**config.mk**
```make
export PLATFORM = sky130hd
export DESIGN_NAME = lcd_bus_responder
export DESIGN_NICKNAME = d
export VERILOG_FILES = /design/src/rtl/lcd_bus_responder.sv
export SDC_FILE = /design/constraint.sdc
export NUM_CORES = 1
export LEC_CHECK = 0
export BUFFER_PORTS_ARGS = -buffer_cell sky130_fd_sc_hd__buf_2
export CORE_MARGIN = 10
export CORE_UTILIZATION = 40
export CTS_CLUSTER_DIAMETER = 150
export DETAILED_ROUTE_END_ITERATION = 16
export PLACE_DENSITY = 0.6
export SLEW_MARGIN = 20
export SYNTH_ARGS = -nofsm -noshare
export SYNTH_HDL_FRONTEND = slang
export SYNTH_SLANG_ARGS = --single-unit
```
**constraint.sdc**
```tcl
create_clock -name clk -period 4.6 [get_ports clk]
set_clock_uncertainty 0.15 [all_clocks]
set_input_delay 0.46 -clock clk [delete_from_list [all_inputs] [get_ports clk]]
set_output_delay 0.46 -clock clk [all_outputs]
set_load 0.01 [all_outputs]
```
**src/rtl/lcd_bus_responder.sv**
```systemverilog
// Slave end of an 8-bit HD44780-style LCD write bus. It keeps a 2x16 character
// shadow memory plus cursor, entry-mode and display-on state, models the busy
// time after each instruction, and offers a registered character readback port.
module lcd_bus_responder #(
    parameter int unsigned BUSY_CYCLES  = 37,
    parameter int unsigned CLEAR_CYCLES = 1520
) (
    input  logic       clk,
    input  logic       rst,
    input  logic [7:0] lcd_data,
    input  logic       lcd_e,
    input  logic       lcd_rs,
    input  logic       lcd_rw,
    input  logic [4:0] i_rd_idx,
    output logic [7:0] o_char,
    output logic [7:0] o_status,
    output logic       o_disp_on,
    output logic       o_wr_strobe,
    output logic       o_err
);
    localparam int unsigned CntW  = 16;
    localparam logic [7:0]  Blank = 8'h20;

    logic            e_q;
    logic            strobe;
    logic            busy;
    logic [CntW-1:0] busy_q, busy_d;
    logic [6:0]      addr_q, addr_d, addr_step;
    logic            inc_q, inc_d;
    logic            disp_q, disp_d;
    logic            err_q, err_d;
    logic            wr_q, wr_d;
    logic            clear_all;
    logic            wr_en;
    logic [4:0]      wr_idx;
    logic [6:0]      set_a;
    logic            set_ok;
    logic [7:0]      mem_q [32];
    logic [7:0]      char_q;

    // Transfers are taken on the falling edge of E, one cycle after it happens.
    assign strobe = e_q & ~lcd_e;
    assign busy   = (busy_q != '0);

    // Line 1 lives at 0x00-0x0F, line 2 at 0x40-0x4F; fold both into 0..31.
    assign wr_idx = {addr_q[6], addr_q[3:0]};
    assign set_a  = lcd_data[6:0];
    assign set_ok = (set_a <= 7'h0F) || ((set_a >= 7'h40) && (set_a <= 7'h4F));

    // Cursor step after a data write, wrapping between the two lines.
    always_comb begin
        addr_step = addr_q;
        if (inc_q) begin
            case (addr_q)
                7'h0F:   addr_step = 7'h40;
                7'h4F:   addr_step = 7'h00;
                default: addr_step = addr_q + 7'd1;
            endcase
        end else begin
            case (addr_q)
                7'h00:   addr_step = 7'h4F;
                7'h40:   addr_step = 7'h0F;
                default: addr_step = addr_q - 7'd1;
            endcase
        end
    end

    // Transfer decode and next-state for cursor, mode, busy and pulse outputs.
    always_comb begin
        addr_d    = addr_q;
        inc_d     = inc_q;
        disp_d    = disp_q;
        busy_d    = busy ? busy_q - CntW'(1) : busy_q;
        err_d     = 1'b0;
        wr_d      = 1'b0;
        clear_all = 1'b0;
        wr_en     = 1'b0;
        if (strobe && !lcd_rw) begin
            if (busy) begin
                // Dropped; the running busy count is left alone.
                err_d = 1'b1;
            end else if (lcd_rs) begin
                wr_en  = 1'b1;
                wr_d   = 1'b1;
                busy_d = CntW'(BUSY_CYCLES);
                addr_d = addr_step;
            end else begin
                casez (lcd_data)
                    8'b1???????: begin
                        if (set_ok) begin
                            addr_d = set_a;
                            busy_d = CntW'(BUSY_CYCLES);
                        end else begin
                            err_d = 1'b1;
                        end
                    end
                    8'b01??????: err_d = 1'b1;
                    8'b001?????: busy_d = CntW'(BUSY_CYCLES);
                    8'b0001????: busy_d = CntW'(BUSY_CYCLES);
                    8'b00001???: begin
                        disp_d = lcd_data[2];
                        busy_d = CntW'(BUSY_CYCLES);
                    end
                    8'b000001??: begin
                        inc_d  = lcd_data[1];
                        busy_d = CntW'(BUSY_CYCLES);
                    end
                    8'b0000001?: begin
                        addr_d = 7'h00;
                        busy_d = CntW'(BUSY_CYCLES);
                    end
                    8'b00000001: begin
                        clear_all = 1'b1;
                        addr_d    = 7'h00;
                        inc_d     = 1'b1;
                        busy_d    = CntW'(CLEAR_CYCLES);
                    end
                    default: err_d = 1'b1;
                endcase
            end
        end
    end

    // Control state registers.
    always_ff @(posedge clk or negedge rst) begin
        if (!rst) begin
            e_q    <= 1'b0;
            busy_q <= '0;
            addr_q <= 7'h00;
            inc_q  <= 1'b1;
            disp_q <= 1'b0;
            err_q  <= 1'b0;
            wr_q   <= 1'b0;
        end else begin
            e_q    <= lcd_e;
            busy_q <= busy_d;
            addr_q <= addr_d;
            inc_q  <= inc_d;
            disp_q <= disp_d;
            err_q  <= err_d;
            wr_q   <= wr_d;
        end
    end

    // Shadow character memory; clear and reset fill it with spaces.
    always_ff @(posedge clk or negedge rst) begin
        if (!rst) begin
            for (int i = 0; i < 32; i++) mem_q[i] <= Blank;
        end else if (clear_all) begin
            for (int i = 0; i < 32; i++) mem_q[i] <= Blank;
        end else if (wr_en) begin
            mem_q[wr_idx] <= lcd_data;
        end
    end

    // Registered readback; a same-cycle write to the same cell returns old data.
    always_ff @(posedge clk or negedge rst) begin
        if (!rst) begin
            char_q <= Blank;
        end else begin
            char_q <= mem_q[i_rd_idx];
        end
    end

    assign o_char      = char_q;
    assign o_disp_on   = disp_q;
    assign o_wr_strobe = wr_q;
    assign o_err       = err_q;
    assign o_status    = (lcd_rw && !lcd_rs) ? {busy, addr_q} : 8'h00;

endmodule

```
Word level (Yosys, flattened, before mapping):

Cells that the tools add are included.
W data, S select, Z words.

* divide/modulo/power cells: 0
* reduce and logical (&&, ||, !) cells: 18
* muxes and demuxes: 34
* bitwise logic cells: 6
* add/subtract/negate cells: 3
* multipliers: 0
* magnitude comparators: 6
* eq/ne operators: 10
* shift-type cells: 0

Operator list (number)
* $mux W256: 2
* $bwmux W256: 1
* $mux W16: 5
* $pmux W16 S3: 1
* $pmux W7 S2: 3
* $bmux W8 S5: 1
* $demux W8 S5: 1
* $mux W8: 4
* $mux W7: 3
* $reduce_bool A16 Y1: 1
* $sub A16 B1 Y16 const B: 1
* $eq A7 B7 Y1 const B: 2
* $ge A6 B6 Y1 const B: 2
* $not A5 Y6: 2
* $reduce_and A4 Y1: 3
* $mux W1: 11
* $eq A8 B1 Y1 const B: 1
* $add A7 B1 Y7 const B: 1
* $eq A7 B1 Y1 const B: 1
* $eq A7 B4 Y1 const B: 1
* $ge A7 B7 Y1 const B: 1
* $le A7 B4 Y1 const B: 1
* $le A7 B7 Y1 const B: 1
* $logic_not A7 Y1: 1
* other kinds (18): 26

* bits of input ports: 18
* bits in read-only memories: 0
* bits in writable memories: 0
* word-level logic and storage cells: 117
* output and inout port bits: 19
* memories: 0
* register bits after elaboration: 292
* latch bits: 0

Depth between registers and ports, before layout:

Gate-level depths: netlist of the first run.

* word-level depth: 8
* depth in mapped cells: 10
* depth with buffers taken out: 7

Worst setup path after synthesis of the first run:

Ideal clock, no wire load.

* path type: reg-to-reg
* from: register addr_q[0]
* to: register addr_q[6]
* setup time: 0.077 ns
* arrival: 2.124 ns
* slack: 2.249 ns
* required time: 4.373 ns
* cell stages (with the launch flop): 9
* period minus slack after synthesis: 2.351 ns
* cells stage by stage: dfrtp_1 > clkbuf_1 > inv_1 > ha_1 > or3b_2 > mux2_2 > o311ai_0 > a21oi_1 > a21oi_1

* cells in the longest elaborated chain, start to end: 4
* elaborated cells on any way between the ends: 10
* classes of those cells: add/sub (2); eq/ne (3); mux (4); reduce/logical (1)

RTL lines
* start, declared: RTL line 28 `logic [6:0] addr_q, addr_d, addr_step;`
* start signal, assigned: RTL line 137 `addr_q <= addr_d;`
* $sub A7 B1 Y7 (tied with other cells): RTL line 63 `default: addr_step = addr_q - 7'd1;`
* $pmux W7 S2 (on tied branches): RTL line 60, 54
* $mux W7 (*): RTL line 53 `if (inc_q) begin`
* $mux W7 (*): RTL line 82 `end else if (lcd_rs) begin`

Mark *: on every way between the ends. The rest lies on a longest branch, timed or not.
A chain may end at the register's enable or synchronous reset.

Final worst setup path of the first run:

* from: register busy_q[0]
* to: register mem_q[210] in the netlist's numbering

* cells in the longest elaborated chain, start to end: 4
* elaborated cells on any way between the ends: 7
* classes of those cells: mux (5); reduce/logical (2)

RTL lines
* start, declared: RTL line 27 `logic [CntW-1:0] busy_q, busy_d;`
* start signal, assigned: RTL line 136 `busy_q <= busy_d;`
* $reduce_bool A16 Y1 (*): RTL line 43 `assign busy = (busy_q != '0);`
* $mux W1: RTL line 79 `if (busy) begin`
* $mux W1: RTL line 78 `if (strobe && !lcd_rw) begin`
* $mux W256 or $reduce_bool A2 Y1 (tied branches)
* end signal, assigned by index: RTL line 152 `mem_q[wr_idx] <= lcd_data;`
* end, declared: RTL line 38 `logic [7:0] mem_q [32];`

Marks and branches as above.

==> impl_summary.log, run 1 <==
[metrics] worst voltage drop across the vdd grid: ~320 uV
[metrics] DRT iter0 DRCs: 1029
[metrics] sequential fraction of the synthesis area: 0.5116
[metrics] Mapped Avg Cell Area: 12.15 um2
[metrics] final count of pins violating max slew: 0
[metrics] total met2 wirelength after detailed routing: approximately 18000 um
[metrics] antenna violations before repair: 1
[metrics] total routed wirelength: approximately 41000 um
[metrics] share of cells above drive strength 1: 0.2220
[metrics] Max Fanout on Critical Path: 30
[metrics] overall die area: approximately 44000 um2
[metrics] worst max-slew margin expressed relative to the limit: 0.3761
[metrics] slew at the pin closest to its max-slew limit: between 0.9 and 1 ns
[metrics] total via count in the routed design: a little over 10000
[metrics] Core ar.: roughly 35000 um2
[metrics] TritonCTS sink count: roughly 300
[metrics] via density per instance: between 6 and 7
[metrics] first-pass iteration count of the detailed router: 5
[metrics] vias in the first global route: 10550
[metrics] Post-layout nets: approximately 1200
[metrics] setup repair after global routing missed its margin: false
[metrics] average wire length per cell after detail routing: around 25 um
[metrics] critical path class: flop to flop
[metrics] element type at the critical path start: flop
[metrics] post-synth net total: approximately 1200
[metrics] period utilization: 0.6977
[metrics] clk_lat worst skew: 0.53 ns
[metrics] detailed placement HPWL: 26300 um
[metrics] overflow left after global routing: 0
[metrics] number of antenna repair diodes: 0
[metrics] largest net degree at the start of global routing: roughly 110
[metrics] distinct cell type count after synthesis: 73
[metrics] routability congestion estimate from global placement: roughly 0.91
[metrics] total of flip-flops plus latches after synthesis: 292
[metrics] number of clock buffers inserted by TritonCTS: 34
[metrics] clock tree from TritonCTS: built
[metrics] DIE HEIGHT: 209.5 um
[metrics] floorplan row count: 69
[metrics] GR Util All Layers: 0.1863
[metrics] CP Data Required Time: 4.86 ns
[metrics] warning count from the yosys run: 0
[metrics] worst slack at placement: between 1 and 1.5 ns
[metrics] result of the run: finished, final reports clean
[metrics] Starting Density: 0.4048
[metrics] DRT met1 WL: between 15000 and 20000 um
[metrics] maximum clock frequency: just over 0.3 GHz
[metrics] number of failing hold endpoints at the final stage: 0
[metrics] worst min path class: primary input to flop
[metrics] area added between synthesis and finish: 11.76%
[metrics] uppermost layer routed: met5
[metrics] clock-pin transition on the worst setup and hold timing paths: around 0.06 ns
[metrics] total negative slack: 0 ns
[metrics] root buffer cell: clkbuf_16
[metrics] Met3 Wirelength: approximately 2900 um
[metrics] die width: between 200 and 250 um
[metrics] H-tree Lvls: 2
[metrics] filler cell count: ~3200
[metrics] Mapped Area: between 10000 and 15000 um2
[metrics] CTS Hold Buffers Added: 2
[metrics] ratio of total power to cell area: between 300 and 400 nW/um2
[metrics] # DRC: 0
[metrics] number of maximum-capacitance violations: 0
[metrics] final worst setup slack: about 1.4 ns
[metrics] post-cts sizing count: 0
[metrics] count of buffers added by post-CTS timing repair for setup: 0
[metrics] maximum count of clock buffers along a single path: 3
[metrics] number of top-level pins: 37
[metrics] Static Leakage: approximately 7.0 nW
[metrics] count of endpoints failing setup in the final report: 0
[metrics] first-pass GRT wire length: roughly 65000 um
[metrics] number of synthesized flops with an enable pin: 0
[metrics] synthesized instance count: around 1200
[metrics] minimum clock period after layout: between 3 and 4 ns
[metrics] top flip-flop cell by instance count after synthesis: dfrtp_1
[metrics] Setup crit end kind: flop
[metrics] endpoint arrival time on the critical path: roughly 3.5 ns
[metrics] port buffer count: 36
[metrics] Synth async-reset ratio: 1.000
[metrics] number of routed nets with antenna violations: 0
[cell type report]
cell class | count | area, um2 | area share
Inverter | 42 | 157.7 | 0.009820
Multi-Input combinational cell | 756 | 6441 | 0.4012
Sequential cell | 292 | 7350 | 0.4578
Clock inverter | 7 | 63.81 | 0.003975
Tap cell | 461 | 576.8 | 0.03593
Timing Repair Buffer | 56 | 385.4 | 0.02400
Clock buffer | 54 | 1080 | 0.06726
[state kept, by name, indices dropped and copies added (netlist names), 7 cells and up]
register  cells
busy_q       16
mem_q       256
o_char        8
addr_q        7
[Yosys cell counts, drive strengths merged (3+ instances only)]
| library cell | instances | area share |
|---|---|---|
| and4 | 3 | 0.0020 |
| a22oi | 39 | 0.020 |
| nand3b | 5 | 0.0026 |
| nor4 | 8 | 0.0056 |
| nor3 | 20 | 0.0078 |
| nor2b | 6 | 0.0026 |
| nand4 | 16 | 0.0099 |
| o22ai | 27 | 0.012 |
| inv | 41 | 0.011 |
| or3 | 3 | 0.0013 |
| a21oi | 41 | 0.014 |
| mux2 | 4 | 0.0031 |
| o21ai | 73 | 0.025 |
| buf | 37 | 0.015 |
| or3b | 4 | 0.0024 |
| a31oi | 11 | 0.0083 |
| dfrtp | 258 | 0.45 |
| o211ai | 3 | 0.0019 |
| and3 | 4 | 0.0017 |
| dfstp | 34 | 0.062 |
| nand3 | 14 | 0.0049 |
| or4 | 3 | 0.0018 |
| or2 | 3 | 0.0013 |
| nor2 | 72 | 0.029 |
| a211oi | 17 | 0.0089 |
| nor3b | 6 | 0.0035 |
| xor2 | 11 | 0.0067 |
| mux4 | 56 | 0.088 |
| mux2i | 18 | 0.013 |
| a41oi | 10 | 0.019 |
| nand2 | 56 | 0.015 |
| ha | 6 | 0.0052 |
| clkbuf | 55 | 0.014 |
| a22o | 180 | 0.11 |
| and2 | 15 | 0.0065 |
[placed cells by master, fill, tap and decap left out, types with 5 or more instances in the layout]
master / instances
a41oi_4: 10
inv_1: 41
nand2_1: 56
o22ai_1: 27
nor3b_1: 5
nor3_1: 19
clkbuf_8: 9
a22o_1: 180
nor2_2: 12
nor2_1: 44
nand4_1: 12
clkbuf_1: 8
nor2b_1: 6
mux4_2: 56
nand3b_1: 5
o21ai_0: 66
dfrtp_1: 258
o21ai_1: 7
mux2i_1: 18
a21oi_1: 41
nor2_4: 16
a31oi_2: 8
buf_4: 16
clkbuf_16: 37
dfstp_2: 34
a211oi_1: 17
xor2_1: 11
a22oi_1: 39
and2_1: 12
clkinv_2: 5
buf_2: 34
ha_1: 6
nor4_1: 6
nand3_1: 14
[through the flow]
step / instance area [um2] / std cells / hold slack (ns) / utilization / total power [mW]
after global routing: 16050 / 1668 / 0.1280 / 0.4524 / 5.754
after floorplan: 14370 / 1182 / 0.01441 / - / 2.751
after detailed placement: 14890 / 1605 / 0.3052 / 0.4197 / 2.881
after CTS: 16050 / 1668 / 0.1117 / 0.4524 / 5.622
final: 16050 / 1668 / 0.1246 / 0.4524 / 5.580
after global placement: 14890 / 1605 / 0.2944 / 0.4197 / 2.879
[report_power, final]
part | internal (mW) | leakage (nW) | switching (mW) | total [mW]
registers | 2.58 | 3.92 | 0.00139 | 2.58
clock network | 1.67 | 0.568 | 1.08 | 2.75
logic | 0.0624 | 2.50 | 0.193 | 0.255
[cell families after synthesis]
logic type,after synthesis,share of synthesized area
simple gates,247,0.1047
fa+ha+maj,6,0.005226
mux,78,0.1035
compound gates,412,0.2265
flops,292,0.5116
xor+xnor,13,0.007926
buf+inv,134,0.04050
[worst max-delay path: stages, from the launching register on]
cell and delay, ns:
dfrtp_1 0.38, inv_1 0.12, ha_1 0.21, nor3b_1 0.24, and4_2 0.24, buf_4 0.44
and4_4 0.75, nor2_1 0.29, a22o_1 0.26
[layer usage]
| layer | vias up | global-route usage |
|---|---|---|
| li1 | 4555 | - |
| met1 | 5321 | 0.2685 |
| met2 | 367 | 0.2720 |
| met3 | 76 | 0.04053 |
| met4 | 2 | 0.06078 |
| met5 | - | 0 |
[path summary, 6_finish.rpt]
path | slack, ns | from | end | cells after the start
min in group asynchronous | 0.44 | rst | mem_q[64] | 2
max in group asynchronous | 2.78 | rst | mem_q[5] | 3
max | 1.39 | busy_q[0] | mem_q[210] | 8
max reg2reg | 1.39 | busy_q[0] | mem_q[210] | 8
min reg2reg | 0.31 | mem_q[5] | mem_q[5] | 2
min | 0.12 | lcd_data[5] | mem_q[5] | 3
Note: power is estimated with default switching activity, not from simulation.
==> run 2, diff against run 1 <==
==> constraint.sdc (replaced) <==
create_clock -name clk -period 3.1 [get_ports clk]
set_clock_uncertainty 0.15 [all_clocks]
set_input_delay 0.31 -clock clk [delete_from_list [all_inputs] [get_ports clk]]
set_output_delay 0.31 -clock clk [all_outputs]
set_load 0.01 [all_outputs]
==> impl_summary.log, run 2 (synthesis gave the netlist of run 1 again) <==
[metrics] clk_lat worst skew: 0.58 ns (+0.05 ns)
[metrics] worst hold slack across all endpoints: 0.03233 ns (-0.09228 ns)
[metrics] average wire length per cell after detail routing: 24.17 um (-1.8%)
[metrics] maximum clock frequency: 0.3691 GHz (+18%)
[metrics] period utilization: 0.8740 (+0.1763)
[metrics] number of routed nets with antenna violations: 0 (unchanged)
[metrics] GR Util All Layers: 0.1840 (-0.002352)
[metrics] routability congestion estimate from global placement: 0.8744 (-4.2%)
[metrics] H-tree Lvls: 1 (-1)
[metrics] commonest cells after routing, fill and taps aside: dfrtp_1 (258), a22o_1 (180), o21ai_0 (66)
[metrics] largest net degree at the start of global routing: 79 (-25%)
[metrics] Static Leakage: 7.062 nW (+0.96%)
[metrics] max FFs per register: 256 (unchanged)
[metrics] CP Data Required Time: 3.43 ns (-1.43 ns)
[metrics] total via count in the routed design: 10340 (+0.15%)
[metrics] first-pass GRT wire length: 64740 um (-0.60%)
[metrics] via density per instance: 6.116 (-1.2%)
[metrics] total routed wirelength: 40850 um (-0.52%)
[metrics] port buffer count: 36 (unchanged)
[metrics] detailed placement HPWL: 27460 um (+4.4%)
[metrics] maximum count of clock buffers along a single path: 3 (unchanged)
[metrics] start point of the worst min-delay path: lcd_data[7]
[metrics] Post-layout nets: 1228 (+1.8%)
[metrics] reg2reg start: busy_q[7]
[metrics] root buffer cell: clkbuf_16
[metrics] minimum clock period after layout: 2.709 ns (-0.4999 ns)
[metrics] overflow left after global routing: 0 (unchanged)
[metrics] final count of pins violating max slew: 0 (unchanged)
[metrics] most common library cell in the layout ignoring fill and taps: dfrtp_1
[metrics] Worst setup startpoint: busy_q[7]
[metrics] endpoint arrival time on the critical path: 3.04 ns (-0.43 ns)
[metrics] CP Cell Sequence: nor4_4, nand4b_1, nor3_1, buf_4, nand4_1, o21ai_0
[metrics] register bank with the most flops: mem_q
[metrics] clock-pin transition on the worst setup and hold timing paths: 0.06 ns (about the same)
[metrics] total negative slack: 0 ns (unchanged)
[metrics] element type at the critical path start: flop
[metrics] overall die area: 43890 um2 (unchanged)
[metrics] number of clock buffers inserted by TritonCTS: 31 (-8.8%)
[metrics] CTS Hold Buffers Added: 4 (+2)
[metrics] count of buffers added by post-CTS timing repair for setup: 0 (unchanged)
[metrics] clock tree from TritonCTS: built
[metrics] number of failing hold endpoints at the final stage: 0 (unchanged)
[metrics] count of endpoints failing setup in the final report: 0 (unchanged)
[metrics] DIE HEIGHT: 209.5 um (unchanged)
[metrics] Starting Density: 0.4048 (unchanged)
[metrics] setup repair after global routing missed its margin: false
[metrics] number of antenna repair diodes: 0 (unchanged)
[metrics] # DRC: 0 (unchanged)
[metrics] worst voltage drop across the vdd grid: 396.4 uV (+23%)
[metrics] worst max-slew margin expressed relative to the limit: 0.5014 (+0.1253)
[metrics] floorplan row count: 69 (unchanged)
[metrics] number of maximum-capacitance violations: 0 (unchanged)
[metrics] worst min path class: primary input to flop
[metrics] critical path class: flop to flop
[metrics] Core ar.: 35480 um2 (unchanged)
[metrics] slowest CP cell: nand4_1
[metrics] total buffers and inverters traversed by the critical path: 1 (-1)
[metrics] die width: 209.5 um (unchanged)
[metrics] first-pass iteration count of the detailed router: 7 (+2)
[metrics] ratio of total power to cell area: 491.6 nW/um2 (+41%)
[metrics] vias in the first global route: 10590 (+0.31%)
[metrics] delay contributed by the slowest stage of the critical path: 0.43 ns (-0.32 ns)
[metrics] DRT iter0 DRCs: 1021 (-0.78%)
[metrics] TritonCTS sink count: 292 (unchanged)
[metrics] Max Fanout on Critical Path: 10 (-67%)
[metrics] Setup crit end kind: flop
[metrics] result of the run: finished, final reports clean
[metrics] antenna violations before repair: 1 (unchanged)
[metrics] post-cts sizing count: 0 (unchanged)
[metrics] share of cells above drive strength 1: 0.2303 (+0.008230)
[metrics] slew at the pin closest to its max-slew limit: 0.7464 ns (-0.1896 ns)
[metrics] area added between synthesis and finish: 12.52%
[metrics] critical path's top delay family: simple AND/OR/NAND/NOR gates
[metrics] number of top-level pins: 37 (unchanged)
[metrics] final core utilization: 0.4555 (+0.003068)
[run 2: metal layers]
metal	track usage	share of wire
met1	0.2706	0.46
met2	0.2751	0.45
met3	0.02895	0.065
met4	0.04937	0.024
met5	0	0.00032
[run 2: worst paths after layout]
kind / endpoint / slack [ns] / depth (start not counted)
max: mem_q[252] / 0.39 / 6
min: mem_q[7] / 0.03 / 3
max reg2reg: mem_q[252] / 0.39 / 6
min reg2reg: mem_q[5] / 0.32 / 2
max in group asynchronous: addr_q[6] / 1.74 / 3
min in group asynchronous: mem_q[75] / 0.12 / 2
[run 2: through the flow]
step / power [mW] / setup slack, ns / cell area, um2 / cells
after global placement: 4.287 / 0.4880 / 15110 / 1628
final: 7.945 / 0.3907 / 16160 / 1690
after detailed placement: 4.288 / 0.4334 / 15110 / 1628
after CTS: 8.006 / 0.4164 / 16160 / 1690
after global routing: 8.183 / 0.2279 / 16160 / 1690
after floorplan: 4.083 / 0.7490 / 14370 / 1182
[run 2: area by class of cell]
type                            count  area [um2]
Tap cell                          461       576.8
Multi-Input combinational cell    756        6441
Inverter                           42       157.7
Sequential cell                   292        7350
Clock inverter                      7       88.84
Timing Repair Buffer               81       628.1
Fill cell                        3223       19320
Clock buffer                       51       920.9
[run 2: power by group]
group / leakage [nW] / internal, mW / switching (mW)
combinational: 2.64 / 0.106 / 0.291
clock: 0.496 / 2.18 / 1.55
sequential: 3.92 / 3.82 / 0.00188
total: 7.06 / 6.11 / 1.84
[run 2: worst register-to-register path: stages (launching register included)]
cell      delay [ns]
dfrtp_1         0.42
nor4_4          0.39
nand4b_1        0.33
nor3_1          0.33
buf_4           0.24
nand4_1         0.43
o21ai_0         0.32
